==> config.mk <==
export PLATFORM = sky130hd
export DESIGN_NAME = sysid_check_ctrl
export DESIGN_NICKNAME = d
export VERILOG_FILES = /design/src/rtl/sysid_check_pkg.sv /design/src/rtl/sysid_check_timer.sv /design/src/rtl/sysid_check_ctrl.sv
export SDC_FILE = /design/constraint.sdc
export NUM_CORES = 1
export LEC_CHECK = 0
export CORE_MARGIN = 4
export CORE_UTILIZATION = 52
export DETAILED_ROUTE_END_ITERATION = 8
export GPL_ROUTABILITY_DRIVEN = 0
export HOLD_SLACK_MARGIN = 0.1
export PLACE_DENSITY = 0.85
export SETUP_SLACK_MARGIN = 0.1
export SLEW_MARGIN = 20
export SYNTH_ARGS = -nofsm -noshare
export SYNTH_HDL_FRONTEND = slang
export SYNTH_HIERARCHICAL = 1
export SYNTH_SLANG_ARGS = --single-unit
==> constraint.sdc <==
create_clock -name clock -period 3.8 [get_ports clock]
set_clock_uncertainty 0.1 [all_clocks]
set_input_delay 0.76 -clock clock [delete_from_list [all_inputs] [get_ports clock]]
set_output_delay 0.76 -clock clock [all_outputs]
set_load 0.005 [all_outputs]
==> src/rtl/sysid_check_pkg.sv <==
// sysid_check_pkg: shared state encoding, Avalon word addresses and counter widths
// Revision 1.0
`default_nettype none

package sysid_check_pkg;

  localparam int TCNT_W = 16;
  localparam int RCNT_W = 4;

  localparam logic ADDR_TS = 1'b0;
  localparam logic ADDR_ID = 1'b1;

  typedef enum logic [2:0] {
    IDLE    = 3'd0,
    RD_TS   = 3'd1,
    WAIT_TS = 3'd2,
    RD_ID   = 3'd3,
    WAIT_ID = 3'd4,
    CHECK   = 3'd5,
    FAIL    = 3'd6
  } state_t;

endpackage

`default_nettype wire

==> src/rtl/sysid_check_timer.sv <==
// sysid_check_timer: per-transaction timeout counter and sequence retry counter
// Revision 1.0
`default_nettype none

module sysid_check_timer
  import sysid_check_pkg::*;
#(
  parameter int TIMEOUT = 255,
  parameter int RETRIES = 3
) (
  input  logic clock,
  input  logic reset,
  input  logic run,
  input  logic clear,
  input  logic load,
  input  logic abort,
  output logic expired,
  output logic retry_zero
);

  logic [TCNT_W-1:0] tcount;
  logic [RCNT_W-1:0] rcount;

  // tcount holds the number of cycles already spent in the current transaction;
  // it returns to zero whenever a transaction ends, so every RD state starts at 0.
  always_ff @(posedge clock) begin
    if (reset) begin
      tcount <= '0;
      rcount <= '0;
    end else begin
      if (!run || clear) begin
        tcount <= '0;
      end else begin
        tcount <= tcount + TCNT_W'(1);
      end

      if (load) begin
        rcount <= RCNT_W'(RETRIES);
      end else if (abort && (rcount != '0)) begin
        rcount <= rcount - RCNT_W'(1);
      end
    end
  end

  assign expired    = run && (tcount == TCNT_W'(TIMEOUT - 1));
  assign retry_zero = (rcount == '0);

endmodule

`default_nettype wire

==> src/rtl/sysid_check_ctrl.sv <==
// sysid_check_ctrl: reads timestamp and system ID over Avalon-MM and compares them
// Revision 1.0
`default_nettype none

module sysid_check_ctrl
  import sysid_check_pkg::*;
#(
  parameter logic [31:0] EXPECTED_ID = 32'h64A4C5FC,
  parameter logic [31:0] EXPECTED_TS = 32'h0000_0000,
  parameter int          TIMEOUT     = 255,
  parameter int          RETRIES     = 3
) (
  input  logic        clock,
  input  logic        reset,
  input  logic        start,
  output logic        busy,
  output logic        done,
  output logic        id_ok,
  output logic        ts_ok,
  output logic        timeout_err,
  output logic [31:0] id_value,
  output logic [31:0] ts_value,
  output logic        av_address,
  output logic        av_read,
  input  logic        av_waitrequest,
  input  logic        av_readdatavalid,
  input  logic [31:0] av_readdata
);

  state_t state;
  logic   run;
  logic   in_rd;
  logic   complete;
  logic   expired;
  logic   abort;
  logic   retry_zero;
  logic   load;

  assign in_rd = (state == RD_TS) || (state == RD_ID);
  assign run   = in_rd || (state == WAIT_TS) || (state == WAIT_ID);

  // Data accepted in an RD state only alongside command acceptance; in IDLE,
  // CHECK and FAIL a readdatavalid never counts.
  assign complete = (in_rd && !av_waitrequest && av_readdatavalid) ||
                    (((state == WAIT_TS) || (state == WAIT_ID)) && av_readdatavalid);
  assign abort    = expired && !complete;
  assign load     = (state == IDLE) && start;
  assign busy     = (state != IDLE);

  sysid_check_timer #(
    .TIMEOUT(TIMEOUT),
    .RETRIES(RETRIES)
  ) u_timer (
    .clock     (clock),
    .reset     (reset),
    .run       (run),
    .clear     (complete || abort),
    .load      (load),
    .abort     (abort),
    .expired   (expired),
    .retry_zero(retry_zero)
  );

  always_ff @(posedge clock) begin
    if (reset) begin
      state       <= IDLE;
      av_read     <= 1'b0;
      av_address  <= ADDR_TS;
      done        <= 1'b0;
      id_ok       <= 1'b0;
      ts_ok       <= 1'b0;
      timeout_err <= 1'b0;
      id_value    <= '0;
      ts_value    <= '0;
    end else begin
      done <= 1'b0;
      case (state)
        IDLE: begin
          if (start) begin
            id_ok       <= 1'b0;
            ts_ok       <= 1'b0;
            timeout_err <= 1'b0;
            state       <= RD_TS;
            av_read     <= 1'b1;
            av_address  <= ADDR_TS;
          end
        end
        RD_TS, WAIT_TS: begin
          if (complete) begin
            ts_value   <= av_readdata;
            state      <= RD_ID;
            av_read    <= 1'b1;
            av_address <= ADDR_ID;
          end else if (abort) begin
            if (retry_zero) begin
              state   <= FAIL;
              av_read <= 1'b0;
            end else begin
              state      <= RD_TS;
              av_read    <= 1'b1;
              av_address <= ADDR_TS;
            end
          end else if ((state == RD_TS) && !av_waitrequest) begin
            state   <= WAIT_TS;
            av_read <= 1'b0;
          end
        end
        RD_ID, WAIT_ID: begin
          if (complete) begin
            id_value <= av_readdata;
            state    <= CHECK;
            av_read  <= 1'b0;
          end else if (abort) begin
            if (retry_zero) begin
              state   <= FAIL;
              av_read <= 1'b0;
            end else begin
              state      <= RD_TS;
              av_read    <= 1'b1;
              av_address <= ADDR_TS;
            end
          end else if ((state == RD_ID) && !av_waitrequest) begin
            state   <= WAIT_ID;
            av_read <= 1'b0;
          end
        end
        CHECK: begin
          id_ok <= (id_value == EXPECTED_ID);
          ts_ok <= (ts_value == EXPECTED_TS);
          done  <= 1'b1;
          state <= IDLE;
        end
        FAIL: begin
          timeout_err <= 1'b1;
          id_ok       <= 1'b0;
          ts_ok       <= 1'b0;
          done        <= 1'b1;
          state       <= IDLE;
        end
        default: begin
          state   <= IDLE;
          av_read <= 1'b0;
        end
      endcase
    end
  end

endmodule

`default_nettype wire

==> impl.org, run 1 <==
** Floorplanning
- Number of placement rows :: 31
- The floorplan step set the die height to 96.4 µm.
- In this run the standard cell core region covers between 7000 and 8000 µm².
- The die covers around 9300 µm².
- Initial core utilization :: 54.9%
- Measured along the x axis, the die boundary spans 96.4 µm.
- During I/O placement, the number of pins put on the boundary was roughly 110.

** Setup path
- In this run the worst path has a maximum fanout of 19.
- Element type at the critical path start :: register
- CP peak stage delay :: 0.72 ns
- The endpoint identified for the worst register-to-register timing path is av_address$_SDFFE_PP0P_.
- The slowest stage of the critical path is the dfxtp_1 cell.
- By startpoint and endpoint, the worst setup path is classified as register to register.
- STA classifies the critical path endpoint as a register.
- Worst reg2reg path depth :: 9
- For flop-to-flop paths, the worst setup slack is approximately 0.92 ns.
- Critical path, cell by cell :: nor2_2 > xnor2_1 > nand2_1 > nor3_1 > and4b_2 > nor2b_1 > a21bo_2 > o21ai_0 > a311oi_2
- Critical path data required time :: 3.90 ns
- Crit path arrival time :: ~3 ns
- The startpoint identified for the worst register-to-register timing path is state[1]$_SDFFE_PP0P_.

** STA
- Number of max-slew violations in the final report :: 0
- Static timing analysis puts the maximum clock frequency at between 300 and 400 MHz.
- Adding up every negative setup slack in the final design gives 0 ns.
- Setup-failing EPs final :: 0
- Slew of the pin with the lowest slew margin :: a little over 0.8 ns
- Post-route minimum period :: roughly 2.9 ns
- Relative slew margins :: between 40% and 50%
- Setup repair after global routing left no endpoint under its margin.
- In the finished design, the share of the clock period the worst path needs comes to between 70% and 80%.
- Hold Violations, Final :: 0

** Logic synthesis
- Share of the synthesized area in the top cell type :: between 40% and 50%
- For this run, the number of Yosys warnings is 6.
- Average footprint of a synthesized cell :: 7.94 µm²
- Counting every net in the synthesized netlist gives between 500 and 600.
- The synthesized netlist contains 52 unique library cells.
- In the synthesized netlist the dominant register cell turns out to be dfxtp_1.
- Area contributors post-synth :: dfxtp_1, nand2_1, a21oi_1, nor4_1, nand4_1
- Synth Cell Area :: between 4000 and 5000 µm²
- After synthesis the netlist holds a flip-flop and latch count of 93.
- Counting every instance in the synthesized netlist gives 512.
- After synthesis, flip-flops and latches occupy 45.8% of the total area.
- Of all flip-flops after synthesis, the portion carrying an async set or reset was 0%.
- Of all cell types, the one taking the most synthesized area is dfxtp_1.
- Count of flip-flops with a built-in enable after synthesis :: 0

** Pwr
- Share of total power in combinational logic :: between 20% and 30%
- Proportion of power drawn by the clock network :: 26.6%
- Power density relative to cell area :: 452 nW/µm²
- Max rail drop VDD :: about 0.25 mV
- Switching Fraction :: between 30 and 40%
- Leakage component of the power :: around 0.0017 µW
- Internal Power :: ~1600 µW
- Summed over all nets, the switching power comes to 793 µW.
- Sequential cells account for between 40 and 50% of the total power.

** Clocking
- TritonCTS built the clock tree.
- Clock latency on the worst-skew pair, taken at its later pin, is about 0.36 ns.
- Number of gates given a new drive strength after cts :: 0
- CTS sink cnt :: 93
- Clock transition at the registers of the reported paths :: ~0.09 ns
- Buffers added to address setup during post-CTS repair amount to 0.
- In this run, CTS created clock tree buffers numbering 9.
- Deepest level of the CTS H-tree :: 3
- Max Root-Sink Buffers :: 2
- Number of hold-repair buffers added at the cts stage :: 0
- In this run the clock root is driven by a clkbuf_8.

** GRT
- For this run the aggregate overflow at the end of global routing stands at 0.
- Maximum number of pins on one net before global-route repair :: between 40 and 50
- The initial antenna violation count came to 0.
- The via count of the first global-routing pass came to ~3700.
- Overall fraction of global-route tracks in use :: between 20% and 30%
- The first global-routing pass estimated between 15 and 20 mm of wire.

** Placed design
- Dpl cells :: between 600 and 700
- I/O Buffers :: ~110
- Summed over all nets, the half-perimeter wirelength after detailed placement is between 7 and 8 mm.

** Layout
- Number of nets in the finished design :: about 640
- Filler Cells Inserted :: approximately 570
- Leaving out filler cells and counting taps, the final layout contains between 700 and 800.
- The number of antenna diodes in the final layout is 0.
- From synthesis to final layout, the design area changed by 30.5%.
- Share of final-layout standard cells stronger than drive strength 1 :: under 10%
- Sequential cell area in the final layout :: ~1900 µm²
- Multi-input logic area :: around 2000 µm²

** Worst hold path
- Hold Crit Depth :: 2
- The tightest min-delay check is of the register to register type.
- Worst hold endpoint :: id_ok$_SDFFE_PP0P_
- The startpoint identified for the worst hold timing path is id_ok$_SDFFE_PP0P_.

** Drt
- In the final routed layout, each cell accounts on average for 15.4 µm.
- After detailed routing, the number of vias per cell comes to about 5.6.
- Wires add up to around 11 mm.
- Violation count after the first detailed-routing iteration :: roughly 240
- The pre-antenna-repair detailed-routing pass consisted of 5 iterations.
- In this run the remaining antenna-violating nets after routing total 0.
- Via count :: between 3000 and 4000
- DRC violations left :: 0

** Job
- Max-Cap Viols :: 0

** Status
- The flow ran to the end, and the final reports show no timing, DRC or antenna violations.
==> cells by family after synthesis <==
family,share of synthesized area [%]
xor gates and xnor gates,1.29
and+or+nand+nor,30.4
AOI/OAI and AO/OA,15.5
adders and majority gates,0.923
muxes,1.23
buffers and inverters,4.89
DFF,45.8
==> routing by layer <==
metal,up-vias,GRT usage [%],wire (µm)
li1,1951,-,-
met1,1838,33.3,4850
met2,146,38.1,5140
met3,17,6.43,782
met4,0,6.66,159
met5,-,0,0
==> synthesized netlist by cell type (2+ instances only) <==
library cell	number
nand3_1	6
o31ai_1	3
nor3_1	11
buf_4	4
nor3_2	2
buf_6	3
a21oi_1	83
xor2_1	2
nor4_1	16
dfxtp_1	93
o21ai_0	9
or3_1	5
nor2b_1	6
xnor2_1	4
nand2_1	148
o21ai_2	2
nand4_1	11
and4b_1	2
o211ai_1	2
ha_1	3
nor2_1	17
a211oi_1	2
a211o_1	2
clkbuf_1	10
mux2i_1	5
nor4b_1	3
inv_1	9
nor3b_1	3
or4_1	3
o21a_2	2
nand2b_1	8
buf_2	12
nor3b_2	2
==> worst max-delay path: cells and delay by family (launching register included) <==
| kind | cells | cell delay (ns) |
|---|---|---|
| and+or+nand+nor | 5 | 1.01 |
| AOI/OAI and AO/OA | 3 | 0.65 |
| DFF | 1 | 0.72 |
| xor gates and xnor gates | 1 | 0.25 |
==> worst max path at each step <==
stage	endpoint	slack (ns)	start	cells past startpoint
2_1_floorplan	av_address$_SDFFE_PP0P_	1.43	state[0]$_SDFFE_PP0P_	10
3_3_place_gp	av_address$_SDFFE_PP0P_	1.01	av_readdatavalid	5
3_5_place_dp	av_address$_SDFFE_PP0P_	0.94	av_readdatavalid	5
4_1_cts	av_address$_SDFFE_PP0P_	0.98	state[1]$_SDFFE_PP0P_	9
5_1_grt	av_address$_SDFFE_PP0P_	0.63	state[1]$_SDFFE_PP0P_	9
6_report	av_address$_SDFFE_PP0P_	0.92	state[1]$_SDFFE_PP0P_	9
==> power groups by stage <==
stage	Sequential [µW]	Combinational, µW	Clock, µW
after detailed placement	1160	615	0
after global placement	1160	601	0
after CTS	1140	618	646
after global routing	1160	686	690
after floorplan	1130	397	0
final	1140	620	639
==> cell type report <==
class	count	share of cell area, %
clock buffers	10	2.59
clock inverters	6	0.990
inverters	10	0.707
multi-input cells	380	37.8
flip-flops and latches	93	35.1
well taps	99	2.33
repair buffers	110	20.5
==> state kept, by name, summed over array words and instances (netlist names) <==
name	flops
u_timer/tcount	16
done	1
timeout_err	1
ts_value	32
u_timer/rcount	4
ts_ok	1
av_address	1
state	3
id_value	32
av_read	1
id_ok	1
==> cell usage in the layout, fill, tap and decap left out, types with 2 or more instances in the layout <==
master / n
dfxtp_1: 93
o21ai_2: 2
nor4_1: 16
nand2_1: 148
o31ai_1: 3
nor2b_1: 6
xnor2_1: 4
nor2_1: 17
nor3b_1: 3
nand3_1: 6
a21oi_1: 83
o21a_2: 2
clkinvlp_4: 2
ha_1: 3
and4b_1: 2
nor4b_1: 3
nand4_1: 11
nand2b_1: 8
xor2_1: 2
clkbuf_8: 10
a211oi_1: 2
nor3_1: 11
o211ai_1: 2
a211o_1: 2
o21ai_0: 9
clkdlybuf4s50_1: 106
inv_6: 2
nor3b_2: 2
buf_4: 3
or3_1: 5
inv_1: 9
mux2i_1: 5
or4_1: 3
nor3_2: 2
==> per-stage QoR <==
step	worst slack (ns)	utilization [%]	power, µW	area, µm²	hold slack (ns)
2_1_floorplan	1.43	-	1520	4070	0.343
3_3_place_gp	1.01	69.1	1760	5120	0.343
3_5_place_dp	0.939	69.1	1780	5120	0.354
4_1_cts	0.979	71.6	2400	5310	0.363
5_1_grt	0.629	71.6	2530	5310	0.395
6_report	0.916	71.6	2400	5310	0.361
Note: power is estimated with default switching activity, not from simulation.
==> run 2: changes to the inputs <==
--- a/config.mk
+++ b/config.mk
@@ -6,11 +6,11 @@
 export NUM_CORES = 1
 export LEC_CHECK = 0
 export CORE_MARGIN = 4
-export CORE_UTILIZATION = 52
+export CORE_UTILIZATION = 44
 export DETAILED_ROUTE_END_ITERATION = 8
 export GPL_ROUTABILITY_DRIVEN = 0
 export HOLD_SLACK_MARGIN = 0.1
-export PLACE_DENSITY = 0.85
+export PLACE_DENSITY = 0.76
 export SETUP_SLACK_MARGIN = 0.1
 export SLEW_MARGIN = 20
 export SYNTH_ARGS = -nofsm -noshare
==> constraint.sdc (replaced) <==
create_clock -name clock -period 2.44 [get_ports clock]
set_clock_uncertainty 0.1 [all_clocks]
set_input_delay 0.488 -clock clock [delete_from_list [all_inputs] [get_ports clock]]
set_output_delay 0.488 -clock clock [all_outputs]
set_load 0.005 [all_outputs]
==> run 2 against run 1 <==
Setup slack got worse by 0.68 ns. Combinational power rose by 71%. Utilization fell by 10 points. Clock-buffer cell count did not move. Hold slack improved by 0.011 ns. Clock power rose by 67%. Via count barely moved. Wire length rose by 2.0%. Largest power group unchanged. Global-route usage fell by 4.0 points. First-iteration DRC count fell by 22%. Sequential share of layout area fell by 0.84 points.
==> impl.org, run 2 (synthesis results as in run 1) <==
** Layout
- Multi-input logic area :: 2010 µm² (+0.37%)
- The number of nets in the layout is 655 (+1.7%).
- Largest regs :: id_value x32, ts_value x32, u_timer/tcount x16
- The register area was 1860 µm² (unchanged).
- Count of antenna diodes in the layout :: 0 (unchanged)
- The number of fillers in the final layout was 779 (+38%).
- Share of final-layout standard cells stronger than drive strength 1 :: 7.74% (+1.8 points)
- Leading cell type in the layout, fill and taps excluded :: nand2_1
- Compared with the post-synthesis result, the final layout area differs by 33.7%.
- In the layout the commonest cells are nand2_1, clkdlybuf4s50_1, dfxtp_1, a21oi_1, nor2_1.

** Worst hold path
- In this run the worst hold path is classified as register to register.

** Pwr
- The static leakage power is 0.00180 µW (+4.3%).
- Max rail drop VDD :: 0.553 mV (+120%)
- The power density over the cells was 709 nW/µm² (+57%).

** GRT
- Overall fraction of global-route tracks in use :: 20.3% (-4.0 points)
- Antenna violations before repair :: 0 (unchanged)
- Aggregate global routing overflow :: 0 (unchanged)
- The via count of the first global-routing pass came to 3862 (+5.6%).
- The global-route wire length before repair is 18.4 mm (+3.5%).
- Maximum number of pins on one net before global-route repair :: 71 (+58%)

** Setup path
- Crit path arrival time :: 1.61 ns (-1.38 ns)
- The largest driver fanout on the critical path came to 18 (-1).
- The critical path is of the register to primary output type.
- The signal on the critical path passes through buf_4 > inv_1 > nand2_1 > clkdlybuf4s50_1.
- Setup crit end kind :: primary output
- Slowest cell on the critical path :: clkdlybuf4s50_1
- On the critical path the largest part of the delay comes from buffers and inverters.
- The delay of the slowest critical-path stage is 0.49 ns (-0.23 ns).
- Critical path data required time :: 1.85 ns (-2.05 ns)
- STA classifies the critical path startpoint as a register.
- Buf/Inv on CP :: 3 (+3)

** Job
- Max-Cap Viols :: 0 (unchanged)

** Drt
- Ratio of routed vias to standard cells :: 5.43 (-2.7%)
- The post-detailed-route count of antenna-violating nets is 0 (unchanged).
- Violation count after the first detailed-routing iteration :: 186 (-22%)
- The wire length after detailed routing came to 11.1 mm (+2.0%).
- The number of vias in the routed layout came to 3954 (+0.051%).
- The first-pass iteration count of the detailed router came to 5 (unchanged).
- DRC violations left :: 0 (unchanged)
- Mean routed wirelength per cell :: 15.3 µm (-0.84%)

** Placed design
- DP HPWL :: 8.14 mm (+4.7%)
- Worst setup slack before clock tree synthesis :: 0.144 ns (-0.796 ns)
- I/O Buffers :: 107 (unchanged)

** Status
- Run status :: complete, no violations

** STA
- Post-route minimum period :: between 2 and 2.5 ns
- Slew of the pin with the lowest slew margin :: 0.460 ns (-0.349 ns)
- Setup repair after global routing left no endpoint under its margin.
- The worst path uses approximately nine tenths of the clock period.
- The tightest slew margin relative to the limit is 69.2% (+23 points).
- Setup TNS :: 0 ns (unchanged)
- The final number of hold-violating endpoints is 0 (unchanged).
- Maximum clock frequency :: 454 MHz
- The setup-violating endpoint count in the final report was 0 (unchanged).
- Number of max-slew violations in the final report :: 0 (unchanged)
- The smallest setup slack after layout is 0.238 ns (-0.678 ns).

** Floorplanning
- Number of placement rows :: 34 (+9.7%)
- Height of the chip :: 104 µm (+8.0%)
- Core box area :: 8850 µm² (+19%)
- Horizontal die dimension :: 104 µm (+8.0%)
- The effective utilization at floorplan came to 46.0% (-8.9 points).
- The count of boundary I/O pins is 108 (unchanged).
- The total die area is 10800 µm² (+17%).

** Clocking
- Clock transition at the registers of the reported paths :: 0.09 ns (about the same)
- The number of resized instances in the post-cts repair step is 0 (unchanged).
- The number of buffers created by CTS came to 9 (unchanged).
- Clock insertion delay at the later pin of the skew report :: 0.36 ns (about the same)
- The total setup buffers inserted after CTS is 0 (unchanged).
- The number of buffers inserted for hold repair after clock tree synthesis is 0 (unchanged).
- Clock tree synthesis selected as its root buffer the cell clkbuf_8.
- The number of sinks handled by clock tree synthesis is 93 (unchanged).
- TritonCTS clock tree :: built
- Max Root-Sink Buffers :: 2 (unchanged)
- Deepest level of the CTS H-tree :: 3 (unchanged)
==> run 2: cell count changes in the layout (fill, tap and decap cells not counted), sizes merged <==
cell	delta
buf	+11
bufinv	+1
clkinv	+1
clkinvlp	-1
inv	-1
==> run 2: where the power goes <==
part           switching, µW  leakage (µW)  internal [µW]
Sequential              98.6      0.000752           1630
Clock                    556      0.000103            509
Combinational            564      0.000944            495
==> run 2: per-stage QoR <==
| step | cells | hold slack, ns | area, µm² | util, % | power (µW) |
|---|---|---|---|---|---|
| after floorplan | 512 | 0.343 | 4070 | - | 2380 |
| after global placement | 712 | 0.338 | 5230 | 59.1 | 2800 |
| after detailed placement | 712 | 0.357 | 5230 | 59.1 | 2820 |
| after CTS | 728 | 0.375 | 5430 | 61.4 | 3880 |
| after global routing | 728 | 0.400 | 5440 | 61.5 | 4070 |
| final | 728 | 0.372 | 5440 | 61.5 | 3860 |
==> run 2: worst paths after layout <==
| kind | start | end | slack, ns | depth (start not counted) |
|---|---|---|---|---|
| worst min-delay path | id_value[21]$_SDFFE_PP0P_ | id_value[21]$_SDFFE_PP0P_ | 0.37 | 2 |
| worst max-delay path | state[2]$_SDFFE_PP0P_ | busy | 0.24 | 4 |
| worst min register to register | id_value[21]$_SDFFE_PP0P_ | id_value[21]$_SDFFE_PP0P_ | 0.37 | 2 |
| worst max register to register | state[0]$_SDFFE_PP0P_ | av_address$_SDFFE_PP0P_ | 0.26 | 9 |
==> run 2: routing by layer <==
layer | part of all wire, % | vias to the layer above | track usage, %
met5 | 0 | - | 0
met4 | 1.9 | 0 | 6.65
met3 | 7.6 | 17 | 6.33
met2 | 49 | 129 | 35.4
met1 | 42 | 1834 | 23.6
li1 | - | 1974 | -
==> run 2: layout make-up <==
cell class / count / area share (%)
sequential: 93 / 34.2
clock buffer: 10 / 2.53
timing repair buffer: 121 / 21.8
inverter: 10 / 0.690
tap: 108 / 2.49
multi-input combinational: 380 / 37.0
clock inverter: 6 / 1.27
==> run 2: worst reg2reg max path: cells and delay by family, from the launching register on <==
kind | cells | cell delay [ns]
AOI/OAI and AO/OA | 3 | 0.57
and+or+nand+nor | 5 | 0.90
xor gates and xnor gates | 1 | 0.16
DFF | 1 | 0.33
==> run 3: changes to the inputs <==
--- a/config.mk
+++ b/config.mk
@@ -6,11 +6,13 @@
 export NUM_CORES = 1
 export LEC_CHECK = 0
 export CORE_MARGIN = 4
-export CORE_UTILIZATION = 44
+export CORE_UTILIZATION = 48
+export CTS_CLUSTER_SIZE = 25
 export DETAILED_ROUTE_END_ITERATION = 8
 export GPL_ROUTABILITY_DRIVEN = 0
+export GPL_TIMING_DRIVEN = 1
 export HOLD_SLACK_MARGIN = 0.1
-export PLACE_DENSITY = 0.76
+export PLACE_DENSITY = 0.79
 export SETUP_SLACK_MARGIN = 0.1
 export SLEW_MARGIN = 20
 export SYNTH_ARGS = -nofsm -noshare
==> constraint.sdc (replaced) <==
create_clock -name clock -period 2.25 [get_ports clock]
set_clock_uncertainty 0.1 [all_clocks]
set_input_delay 0.45 -clock clock [delete_from_list [all_inputs] [get_ports clock]]
set_output_delay 0.45 -clock clock [all_outputs]
set_load 0.005 [all_outputs]
==> run 3 against run 2 <==
Sequential power rose by 9%. Largest cell class unchanged. Total power up 17%. Highest routed layer unchanged. Die area decreased by 7.7%. Final cell count is 0.14% higher. Via count up 1.3%. Register-to-register slack worse by 0.09 ns. Non-clock buffer count up 4. Setup slack worse by 0.083 ns. Critical path depth unchanged.
==> impl.org, run 3 (synthesis results as in run 1) <==
** GRT
- Aggregate global routing overflow :: 0 (unchanged)
- Number of global-route vias before repair :: 3855 (-0.18%)
- The maximum number of pins on one net before global-route repair is 51 (-28%).
- Antenna violations before repair :: 0 (unchanged)
- Overall fraction of global-route tracks in use :: 22.6% (+2.3 points)
- Global-route wire length before repair :: 18.4 mm (-0.11%)

** Drt
- The mean number of vias per cell came to 5.50 (+1.2%).
- The detailed router's first-iteration violation count came to 174 (-6.5%).
- Mean routed wirelength per cell :: 15.5 µm (+1.0%)
- The first-pass iteration count of the detailed router is 4 (-1).
- DRT antenna net count :: 0 (unchanged)
- Via count :: 4006 (+1.3%)
- The number of remaining DRC errors is 0 (unchanged).
- The wire length after detailed routing is 11.3 mm (+1.1%).

** Floorplanning
- Horizontal die dimension :: 100 µm (-3.9%)
- Number of placement rows :: 33 (-2.9%)
- Die Outline Area :: 10000 µm² (-7.7%)
- The count of boundary I/O pins came to 108 (unchanged).
- Height of the chip :: 100 µm (-3.9%)
- Initial core utilization :: 49.5% (+3.5 points)
- The area of the placeable core is 8220 µm² (-7.1%).

** Clocking
- CTS sink cnt :: 93 (unchanged)
- TritonCTS clock tree :: built
- The tree is rooted in a clkbuf_8.
- The latest clock arrival within the worst-skew pair was 0.36 ns (about the same).
- Deepest level of the CTS H-tree :: 3 (unchanged)
- The number of buffers on the longest clock path is 2 (unchanged).
- The number of buffers created by CTS is 9 (unchanged).
- Clock transition at the registers of the reported paths :: 0.09 ns (about the same)
- Number of hold-repair buffers added at the cts stage :: 0 (unchanged)

** Layout
- In the final layout, the registers with the most flip-flops are id_value x32, ts_value x32, u_timer/tcount x16.
- The number of nets in the layout was 659 (+0.61%).
- Leading cell type in the layout, fill and taps excluded :: nand2_1
- Count of antenna diodes in the layout :: 0 (unchanged)
- Share of final-layout standard cells stronger than drive strength 1 :: 9.29% (+1.6 points)
- The top cell types in the final layout, fill and taps aside, are nand2_1, clkdlybuf4s50_1, dfxtp_1, a21oi_1, nor2_1.
- Area added between synthesis and finish :: 37.6%

** Pwr
- Internal Power :: 3130 µW (+19%)
- The power density over the cells is 804 nW/µm² (+13%).
- The fraction of power spent switching nets came to 30.4% (-1.2 points).
- The power share of the sequential group is 41.7% (-3.2 points).
- Share of total power in combinational logic :: 27.7% (+0.2 points)
- Power consumption :: 4500 µW (+17%)
- Max rail drop VDD :: 0.486 mV (-12%)
- Proportion of power drawn by the clock network :: 30.6% (+3.0 points)
- The net load switching power came to 1370 µW (+12%).
- Leakage component of the power :: 0.00188 µW (+4.2%)

** STA
- Maximum clock frequency :: between 400 and 500 MHz
- The max-slew violation total from the final report was 0 (unchanged).
- Setup-failing EPs final :: 0 (unchanged)
- The transition at the pin with the smallest max-transition slack is 0.645 ns (+0.185 ns).
- The final number of hold-violating endpoints came to 0 (unchanged).
- Tightest hold margin :: 0.367 ns (-0.00430 ns)
- Setup TNS :: 0 ns (unchanged)
- Setup repair after global routing could not meet its margin everywhere.
- The worst path uses a little over 90% of the clock period.
- The tightest slew margin relative to the limit was 57.0% (-12 points).
- The worst path needs about 2.1 ns of the cycle, external delays included.

** Setup path
- Worst-path fanout max :: 18 (unchanged)
- Walking the worst path, the cells encountered are buf_6 > inv_1 > nand2_1 > clkdlybuf4s50_1.
- Type of the setup path with the least slack :: register to primary output
- Element type at the critical path start :: register
- The endpoint required time on the critical path is 1.70 ns (-0.15 ns).
- For this design, the slowest cell found on the critical path is clkdlybuf4s50_1.
- Crit path arrival time :: 1.55 ns (-0.06 ns)
- In this run the critical register-to-register path is captured at state[2]$_SDFFE_PP0P_.
- Buf/Inv on CP :: 3 (unchanged)
- The register-to-register path setup slack was 0.17 ns (-0.09 ns).
- CP peak stage delay :: 0.50 ns (about the same)
- The most critical setup path has its startpoint at state[2]$_SDFFE_PP0P_.
- Worst flop-to-flop path startpoint :: u_timer/tcount[0]$_SDFF_PP0_
- The number of cells traversed by the worst register-to-register path was 11 (+2).
- The worst setup path is captured at a primary output.
- Critical path's top delay family :: buffers and inverters
- Crit path depth :: 4 (unchanged)

** Status
- Run status :: complete, no violations

** Worst hold path
- Worst hold endpoint :: id_value[23]$_SDFFE_PP0P_
- The hold-critical path depth came to 2 (unchanged).
- Startpoint of the tightest hold check path :: id_value[23]$_SDFFE_PP0P_
- The tightest min-delay check is of the register to register type.

** Placed design
- I/O Buffers :: 107 (unchanged)
- DP HPWL :: 7.80 mm (-4.2%)

** Job
- The number of max-cap violations is 0 (unchanged).
-- run 3: changes by cell type in the layout (fill, tap and decap cells not counted), sizes merged --
cell	delta
buf	+4
clkinv	-1
clkinvlp	-1
clkbuf	-1
inv	+1
bufinv	+2
-- run 3: per-layer routing --
metal  vias to the layer above  share of wire [%]  GRT usage, %
li1                       1980                  -             -
met1                      1890                 42          27.3
met2                       122                 50          38.9
met3                        14                6.5          6.60
met4                         0                1.6          7.15
met5                         -                  0             0
-- run 3: worst min-delay path: cells and delay by family (launching register included) --
kind,cells,cell delay [ns]
DFF,1,0.32
and+or+nand+nor,1,0.05
AOI/OAI and AO/OA,1,0.05
-- run 3: area by class of cell --
type                            instances  area, µm²
Inverter                               10       37.5
Sequential cell                        93       1870
Tap cell                              105        131
Clock inverter                          7        130
Clock buffer                            9        124
Multi-Input combinational cell        380       2040
Timing Repair Buffer                  125       1270
Fill cell                             652       2620
-- run 3: power by group through the flow --
stage	clock network, µW	registers [µW]	logic [µW]
floorplan	0	1910	696
global placement	0	1900	1190
detailed placement	0	1910	1210
CTS	1410	1870	1220
global route	1470	1890	1380
finish	1380	1880	1240
-- run 3: worst max-delay path by stage --
stage	endpoint	slack, ns
after detailed placement	u_timer/tcount[15]$_SDFF_PP0_	0.03
after global routing	u_timer/tcount[5]$_SDFF_PP0_	0.03
after global placement	u_timer/tcount[13]$_SDFF_PP0_	0.11
final	busy	0.15
after floorplan	av_address$_SDFFE_PP0P_	0.11
after CTS	busy	0.14
-- run 3: what timing repair did --
action | 4_1_cts | 5_1_grt
gates resized for setup | 2 | 5
hold endpoints to repair | 0 | 0
pin swaps | 0 | 4
endpoints found under the setup margin | 2 | 16
setup buffers | 2 | 1
-- run 3: through the flow --
step                      util [%]  cell area [µm²]  std cells  setup WS (ns)
after floorplan                  -             4090        512          0.110
after global placement        64.5             5300        710          0.113
after detailed placement      64.5             5300        710         0.0333
after CTS                     67.8             5570        728          0.137
after global routing          68.1             5600        729         0.0312
final                         68.1             5600        729          0.154
